`config.mk`:
```
export PLATFORM = sky130hd
export DESIGN_NAME = stopwatch_lap_timer
export DESIGN_NICKNAME = d
export VERILOG_FILES = /design/src/rtl/stopwatch_lap_timer.sv
export SDC_FILE = /design/constraint.sdc
export NUM_CORES = 1
export LEC_CHECK = 0
export BUFFER_PORTS_ARGS = -buffer_cell sky130_fd_sc_hd__buf_2
export CORE_AREA = 4 4 90 92
export DETAILED_ROUTE_END_ITERATION = 7
export DIE_AREA = 0 0 94 96
export PLACE_DENSITY_LB_ADDON = 0.2
export SLEW_MARGIN = 30
export SYNTH_ARGS = -nofsm -noshare
export SYNTH_HDL_FRONTEND = slang
export SYNTH_SLANG_ARGS = --single-unit
```
`constraint.sdc`:
```
create_clock -name clk_in -period 5.49 [get_ports clk_in]
set_input_delay 0.2745 -clock clk_in [delete_from_list [all_inputs] [get_ports clk_in]]
set_output_delay 0.2745 -clock clk_in [all_outputs]
set_load 0.03 [all_outputs]
```
`src/rtl/stopwatch_lap_timer.sv`:
```
// BCD MM..M:SS stopwatch / countdown timer with internal tick divider, fast mode,
// run/pause/done state machine, saturating minute adjust and lap capture.
module stopwatch_lap_timer #(
    parameter int unsigned                MIN_DIGITS = 2,
    parameter int unsigned                TICK_DIV   = 50000000,
    parameter int unsigned                FAST_SHIFT = 2,
    parameter logic [8+4*MIN_DIGITS-1:0] UP_LIMIT   = 'h5959,
    parameter logic [8+4*MIN_DIGITS-1:0] DOWN_START = 'h1000
) (
    input  logic                        clk_in,
    input  logic                        RESET,
    input  logic                        START,
    input  logic                        PRESET,
    input  logic                        REVERSE,
    input  logic                        SPEED_UP,
    input  logic                        ADD,
    input  logic                        SUBTRACT,
    input  logic                        LAP,
    output logic [8+4*MIN_DIGITS-1:0]  Q,
    output logic [8+4*MIN_DIGITS-1:0]  LAP_Q,
    output logic                        LAP_VALID,
    output logic                        DONE,
    output logic                        RUNNING
);

    localparam int unsigned W        = 8 + 4 * MIN_DIGITS;
    localparam int unsigned MW       = 4 * MIN_DIGITS;
    localparam int unsigned DIV_W    = (TICK_DIV > 2) ? $clog2(TICK_DIV) : 1;
    localparam int unsigned FAST_RAW = TICK_DIV >> FAST_SHIFT;
    localparam int unsigned FAST_P   = (FAST_RAW == 0) ? 1 : FAST_RAW;

    localparam logic [DIV_W-1:0] SLOW_LAST = DIV_W'(TICK_DIV - 1);
    localparam logic [DIV_W-1:0] FAST_LAST = DIV_W'(FAST_P - 1);
    localparam logic [MW-1:0]    MIN_MAX   = {MIN_DIGITS{4'h9}};

    typedef enum logic [1:0] {StIdle, StRun, StPause, StDone} state_e;

    state_e           state_q, state_d;
    logic [W-1:0]     q_q, q_d;
    logic [W-1:0]     lap_q_q, lap_q_d;
    logic             lap_valid_q, lap_valid_d;
    logic             done_q, done_d;
    logic             running_q, running_d;
    logic             dir_q, dir_d;
    logic [DIV_W-1:0] div_q, div_d;
    logic [DIV_W-1:0] div_last;
    logic [W-1:0]     q_tick;

    function automatic logic [MW-1:0] min_inc(input logic [MW-1:0] m);
        logic [MW-1:0] r;
        logic          carry;
        r     = m;
        carry = 1'b1;
        for (int i = 0; i < int'(MIN_DIGITS); i++) begin
            if (carry) begin
                if (r[4*i +: 4] == 4'd9) begin
                    r[4*i +: 4] = 4'd0;
                end else begin
                    r[4*i +: 4] = r[4*i +: 4] + 4'd1;
                    carry       = 1'b0;
                end
            end
        end
        return r;
    endfunction

    function automatic logic [MW-1:0] min_dec(input logic [MW-1:0] m);
        logic [MW-1:0] r;
        logic          borrow;
        r      = m;
        borrow = 1'b1;
        for (int i = 0; i < int'(MIN_DIGITS); i++) begin
            if (borrow) begin
                if (r[4*i +: 4] == 4'd0) begin
                    r[4*i +: 4] = 4'd9;
                end else begin
                    r[4*i +: 4] = r[4*i +: 4] - 4'd1;
                    borrow      = 1'b0;
                end
            end
        end
        return r;
    endfunction

    function automatic logic [W-1:0] time_inc(input logic [W-1:0] t);
        logic [W-1:0] r;
        r = t;
        if (r[3:0] != 4'd9) begin
            r[3:0] = r[3:0] + 4'd1;
        end else begin
            r[3:0] = 4'd0;
            if (r[7:4] != 4'd5) begin
                r[7:4] = r[7:4] + 4'd1;
            end else begin
                r[7:4]   = 4'd0;
                r[W-1:8] = min_inc(r[W-1:8]);
            end
        end
        return r;
    endfunction

    function automatic logic [W-1:0] time_dec(input logic [W-1:0] t);
        logic [W-1:0] r;
        r = t;
        if (r[3:0] != 4'd0) begin
            r[3:0] = r[3:0] - 4'd1;
        end else begin
            r[3:0] = 4'd9;
            if (r[7:4] != 4'd0) begin
                r[7:4] = r[7:4] - 4'd1;
            end else begin
                r[7:4]   = 4'd5;
                r[W-1:8] = min_dec(r[W-1:8]);
            end
        end
        return r;
    endfunction

    assign div_last = SPEED_UP ? FAST_LAST : SLOW_LAST;
    assign q_tick   = dir_q ? time_dec(q_q) : time_inc(q_q);

    always_comb begin
        state_d     = state_q;
        q_d         = q_q;
        dir_d       = dir_q;
        div_d       = '0;
        lap_q_d     = lap_q_q;
        lap_valid_d = 1'b0;

        // Lap samples the pre-update value and is independent of the other controls.
        if (LAP && (state_q == StRun || state_q == StPause)) begin
            lap_q_d     = q_q;
            lap_valid_d = 1'b1;
        end

        if (PRESET) begin
            q_d     = REVERSE ? DOWN_START : '0;
            dir_d   = REVERSE;
            state_d = StIdle;
        end else begin
            unique case (state_q)
                StIdle, StPause: begin
                    if (START) begin
                        state_d = StRun;
                        if (state_q == StIdle) begin
                            dir_d = REVERSE;
                            if (REVERSE && q_q == '0) begin
                                state_d = StDone;
                            end
                        end
                    end else if (ADD && !SUBTRACT) begin
                        if (q_q[W-1:8] != MIN_MAX) q_d[W-1:8] = min_inc(q_q[W-1:8]);
                    end else if (SUBTRACT && !ADD) begin
                        if (q_q[W-1:8] != '0) q_d[W-1:8] = min_dec(q_q[W-1:8]);
                    end
                end
                StRun: begin
                    if (START) begin
                        state_d = StPause;
                    end else if (div_q >= div_last) begin
                        q_d = q_tick;
                        if (dir_q ? (q_tick == '0) : (q_tick == UP_LIMIT)) begin
                            state_d = StDone;
                        end
                    end else begin
                        div_d = div_q + 1'b1;
                    end
                end
                StDone: ;
                default: state_d = StIdle;
            endcase
        end

        done_d    = (state_d == StDone);
        running_d = (state_d == StRun);
    end

    always_ff @(posedge clk_in) begin
        if (RESET) begin
            state_q     <= StIdle;
            q_q         <= '0;
            lap_q_q     <= '0;
            lap_valid_q <= 1'b0;
            done_q      <= 1'b0;
            running_q   <= 1'b0;
            dir_q       <= 1'b0;
            div_q       <= '0;
        end else begin
            state_q     <= state_d;
            q_q         <= q_d;
            lap_q_q     <= lap_q_d;
            lap_valid_q <= lap_valid_d;
            done_q      <= done_d;
            running_q   <= running_d;
            dir_q       <= dir_d;
            div_q       <= div_d;
        end
    end

    assign Q         = q_q;
    assign LAP_Q     = lap_q_q;
    assign LAP_VALID = lap_valid_q;
    assign DONE      = done_q;
    assign RUNNING   = running_q;

endmodule

```
## After elaboration in Yosys (flattened, before gate mapping)

Index checks and enable logic that the tools add are counted.

- Shifts and indexed selects: 0
- Multiply operators: 0
- $lt $le $gt $ge: 1
- Multiplexer cells: 60
- Reduce and logical (&&, ||, !) cells: 27
- Bitwise gates (word level): 1
- Div/mod/pow operators: 0
- Equality and inequality tests: 19
- Add/sub/neg operators: 9

Operators by type and width:

| kind | count |
|---|---|
| 2-to-1 mux 16 bit | 4 |
| 2-to-1 mux 8 bit | 8 |
| 2-to-1 mux 4 bit | 12 |
| logical NOT 16 bit | 2 |
| adder 26 x 1 -> 26 bit, second input constant | 1 |
| >= comparator 26 bit | 1 |
| 2-to-1 mux 26 bit | 1 |
| 2-to-1 mux 12 bit | 2 |
| inequality test 4 bit, second input constant | 6 |
| 2-to-1 mux 1 bit | 23 |
| adder 4 x 1 -> 4 bit, second input constant | 4 |
| equality test 16 x 15 -> 1 bit, second input constant | 1 |
| one-hot mux 8 bit (2 select lines) | 1 |
| subtractor 4 x 1 -> 4 bit, second input constant | 4 |
| 2-to-1 mux 2 bit | 7 |
| 2-to-1 mux 13 bit | 1 |
| nonzero test 2 bit | 5 |
| AND reduction 9 bit | 1 |
| equality test 4 bit, second input constant | 2 |
| logical NOT 4 bit | 2 |
| inequality test 8 bit, second input constant | 1 |
| nonzero test 4 bit | 2 |
| nonzero test 8 bit | 1 |
| AND reduction 7 bit | 1 |
| other kinds (16) | 24 |

- Register bits: 64
- Word-level logic and storage cells: 127
- Bits in read-only memories: 0
- Input bits: 9
- Memories: 0
- Bits in latches: 0
- Output and inout bits: 35
- RAM bits: 0

## Depth between registers and ports, before layout

- Depth in word-level cells: 16
- Gate-level depth with buffers: 11
- Depth with buffers taken out: 10

## Worst setup path before layout

OpenSTA, ideal clock, no wires.

- Path type: reg2reg
- From: register q_q[8], in the netlist Q[8]
- To: register state_q[1]
- Cell stages (with the launch flop): 10
- Period minus slack after synthesis: 2476 ps
- Buffers on the path: 1
- Setup time: 125 ps
- Data arrival time: 2350 ps
- Required time: 5365 ps
- Slack: 3014 ps
- Cells stage by stage: dfxtp_1 -> buf_6 -> or4_4 -> or3_1 -> or4_1 -> nand3_1 -> nor3_1 -> o2111ai_2 -> a21oi_1 -> nor2b_1

- Longest elaborated chain between the ends: 15
- Elaborated cells on any way between the ends: 32
- Classes of those cells: add/sub: 2; eq/ne: 2; mux: 24; reduce/logical: 4

Ends and longest elaborated chain:

| item | line | RTL |
|---|---|---|
| start: declaration | 39 | `logic [W-1:0] q_q, q_d;` |
| start signal: assignment | 190 | `q_q <= q_d;` |
| equality test 4 bit or logical NOT 4 bit (tied branches) | 56, 74 |  |
| 2-to-1 mux 1 bit, on equally long branches | 56, 74 |  |
| 2-to-1 mux 1 bit, on equally long branches | 92, 109 |  |
| 2-to-1 mux 1 bit, on equally long branches | 88, 105 |  |
| 2-to-1 mux 4 bit, on equally long branches | 55, 73 |  |
| 2-to-1 mux 8 bit, on equally long branches | 92, 109 |  |
| 2-to-1 mux 12 bit, on equally long branches | 88, 105 |  |
| 2-to-1 mux 16 bit | 120 | `assign q_tick = dir_q ? time_dec(q_q) : time_inc(q_q);` |
| equality test 16 x 15 -> 1 bit or logical NOT 16 bit (tied branches) | 162 | `if (dir_q ? (q_tick == '0) : (q_tick == UP_LIMIT)) begin` |
| 2-to-1 mux 1 bit | 162 |  |
| 2-to-1 mux 2 bit | 162 |  |
| 2-to-1 mux 2 bit | 160 | `end else if (div_q >= div_last) begin` |
| 2-to-1 mux 2 bit | 158 | `if (START) begin` |
| one-hot mux 2 bit (2 select lines) (*) | 141 | `unique case (state_q)` |
| 2-to-1 mux 2 bit (*) | 136 | `if (PRESET) begin` |
| end signal: assignment | 180 | `state_q <= StIdle;` |
| end signal: assignment | 189 | `state_q <= state_d;` |
| end: declaration | 38 | `state_e state_q, state_d;` |

Mark *: on every way between the ends. The rest lies on a longest branch, timed or not. The select of a mux whose other input is x is not followed.
A chain may end at the register's enable or synchronous reset.

## Worst setup path in the final report

Ends and elaborated chain as after synthesis.

==> results.sh <==
export IMPL_ys_warnings_count=0
export IMPL_syn_mean_instance_area_um2=7.52
export IMPL_grt_pass1_vias=3671
export IMPL_io_buffers=43
export IMPL_drc=0
export IMPL_placementRows=31
export IMPL_timing_fmax_mhz=302
export IMPL_status="completed"
export IMPL_min_path_type="in2reg"
export IMPL_rsz0062_at_grt="no"
export IMPL_synth_ff_latch_count=64
export IMPL_htreeDepth=3
export IMPL_p_total_mw=1.11
export IMPL_synth_most_common_cell="nand2_1"
export IMPL_cts_tree="built"
export IMPL_grt_ovfl_total=0
export IMPL_die_y_um=96
export IMPL_synthFlopType="dfxtp_1"
export IMPL_yosysUniqueCellTypes=66
export IMPL_ioPinCount=44
export IMPL_async_flop_share=0
export IMPL_clock_path_buffers=2
export IMPL_grt_use_total=0.248
export IMPL_dp_hpwl_um=7710
export IMPL_yosysSeqAreaShare=0.308
export IMPL_clock_sinks=64
export IMPL_netlist_instances=553
export IMPL_fin_hold_ws_ns=0.213
export IMPL_floorplan_initialDensity=0.576
export IMPL_crit_required_ns=5.77
export IMPL_post_route_period_util=0.604
export IMPL_antenna_found_initial=0
export IMPL_grt_max_degree=28
export IMPL_cts_resized=0
export IMPL_cp_slowest_stage_delay_ns=0.93
export IMPL_grt_pass1_wl_um=17900
export IMPL_antennaDiodeCount=0
export IMPL_finalSetupViolations=0
export IMPL_first_pass_iters=5
export IMPL_die_area_um2=9020
export IMPL_drt_iter0_markers=421
export IMPL_hold_viol_final=0
export IMPL_timing_critical_path_buf_inv=0
export IMPL_post_cts_setup_buffers=0
export IMPL_via_per_inst=6.03
export IMPL_layout_drive_gt1_share=0.141
export IMPL_tightest_slew_ns=0.922
export IMPL_synth_edf_count=0
export IMPL_cts_root_buf="clkbuf_8"
export IMPL_yosys_top_cells_area="dfxtp_1 31%, nand2_1 6.7%, nor2_1 5.3%, a21oi_1 4.7%, ha_1 3.9%"
export IMPL_synth_top_cell_area_share=0.308
export IMPL_syn_to_final_growth_pct=9.36
export IMPL_r2r_slack_ns=2.17
export IMPL_worstPathArrival_ns=3.60
export IMPL_syn_area_um2=4160
export IMPL_numCtsBuffers=9
export IMPL_routed_wl_um=10900
export IMPL_drv_slew=0
export IMPL_crit_path_top_delay_cell="dfxtp_1"
export IMPL_gp_routability_congestion=0.894
export IMPL_crit_type="reg2reg"
export IMPL_power_per_cell_area_nw_per_um2=244
export IMPL_clkTransAtPathRegs_ns=0.08
export IMPL_coreArea_um2=7210
export IMPL_utilization=0.630
export IMPL_fill_cells=679
export IMPL_synth_commonest_cells="74 x nand2_1, 64 x dfxtp_1, 59 x nor2_1"
export IMPL_wl_per_cell_um=16.3
export IMPL_p_leak_nw=1.61
export IMPL_fin_setup_tns_ns=0
export IMPL_crit_chain="nor4bb_2 -> nand3_1 -> o211ai_1 -> nor3b_1 -> and4_1 -> o2111ai_2 -> a21oi_1 -> nor2b_1"
export IMPL_cap_violations=0
export IMPL_skew_ns=0.0125
export IMPL_dr_total_vias=4029
export IMPL_critPathMaxFanout=27
export IMPL_nets=586
export IMPL_stdcell_count=668
export IMPL_die_x_um=94
export IMPL_clk_insertion_delay_late_ns=0.35
export IMPL_peakVddDrop_uv=141
export IMPL_syn_num_nets=575
export IMPL_placedCellCount=652
export IMPL_period_needed_ns=3.32
export IMPL_cp_start_kind="flip-flop"
export IMPL_end_kind="flip-flop"
export IMPL_max_slew_margin=0.384
export IMPL_ant_nets=0
export IMPL_synth_top_cell_by_area="dfxtp_1"
export IMPL_path_delay_family="simple AND/OR/NAND/NOR gates"
export IMPL_hold_buffers=0
## worst register-to-register path, cell delays in order, from the launching register on
cell       delay [ns]
dfxtp_1          0.93
nor4bb_2         0.70
nand3_1          0.19
o211ai_1         0.21
nor3b_1          0.43
and4_1           0.28
o2111ai_2        0.15
a21oi_1          0.21
nor2b_1          0.15
## where the power goes
part | leakage (nW) | switching [mW] | internal (mW) | total, mW
registers | 0.517 | 0.0302 | 0.471 | 0.501
clock network | 0.110 | 0.208 | 0.260 | 0.468
logic | 0.984 | 0.0864 | 0.0557 | 0.142
## stage by stage
step	setup WS [ns]	area, um2
global placement	2.19	4310
floorplan	3.01	4160
finish	2.17	4550
detailed placement	2.06	4310
global route	1.89	4550
CTS	2.01	4540
## registers in the layout (all words and copies together) (netlist names)
register and count:
LAP_VALID 1, state_q 2, DONE 1, LAP_Q 16, RUNNING 1, Q 16
dir_q 1, div_q 26
## cell families (layout without fill, tap and decap cells)
kind of cell,count (synthesis),count (layout),share of synthesized area
xor+xnor,29,29,0.0611
simple gates,253,253,0.317
fa+ha+maj,13,13,0.0391
buf+inv,62,78,0.0623
flops,64,64,0.308
mux,4,4,0.00963
compound gates,128,128,0.203
## cell type report
class	count	area, um2	area share
Clock buffer	9	124	0.0272
Inverter	18	67.6	0.0149
Sequential cell	64	1280	0.282
Clock inverter	7	103	0.0226
Multi-Input combinational cell	427	2630	0.577
Timing Repair Buffer	44	223	0.0490
Tap cell	99	124	0.0272
## layer usage
metal	part of all wire	vias up	track usage
met1	0.46	1877	0.337
met4	0.014	0	0.0734
met3	0.065	20	0.0594
li1	-	2001	-
met2	0.46	131	0.391
met5	0	-	0
## layout by cell type, fill, tap and decap left out, types with 4 or more instances in the layout
master	Yosys	final
nor4_1	5	5
nand3_1	25	25
or2_2	5	5
or3_1	6	5
nor3b_1	6	6
ha_1	13	13
a31oi_1	10	10
nand2_1	74	74
and3_1	8	8
o21ai_0	22	22
and4_1	4	4
nand2b_1	6	6
nor2b_1	8	8
inv_1	18	18
dfxtp_1	64	64
a311oi_1	7	7
xor2_1	15	15
a211oi_1	8	8
o211ai_1	6	6
buf_2	6	43
xnor2_1	14	14
nand4_1	10	10
a221oi_1	5	5
clkbuf_8	0	9
mux2i_1	4	4
nor3_1	14	14
a21oi_1	39	39
nor2_1	59	59
## path summary, 6_finish.rpt
path | from | to | depth (start not counted)
worst max-delay path | Q[8] | state_q[1] | 8
worst min-delay path | REVERSE | dir_q | 3
worst max register to register | Q[8] | state_q[1] | 8
worst min register to register | div_q[0] | div_q[0] | 1
No activity file was read; power rests on OpenSTA's default activity.
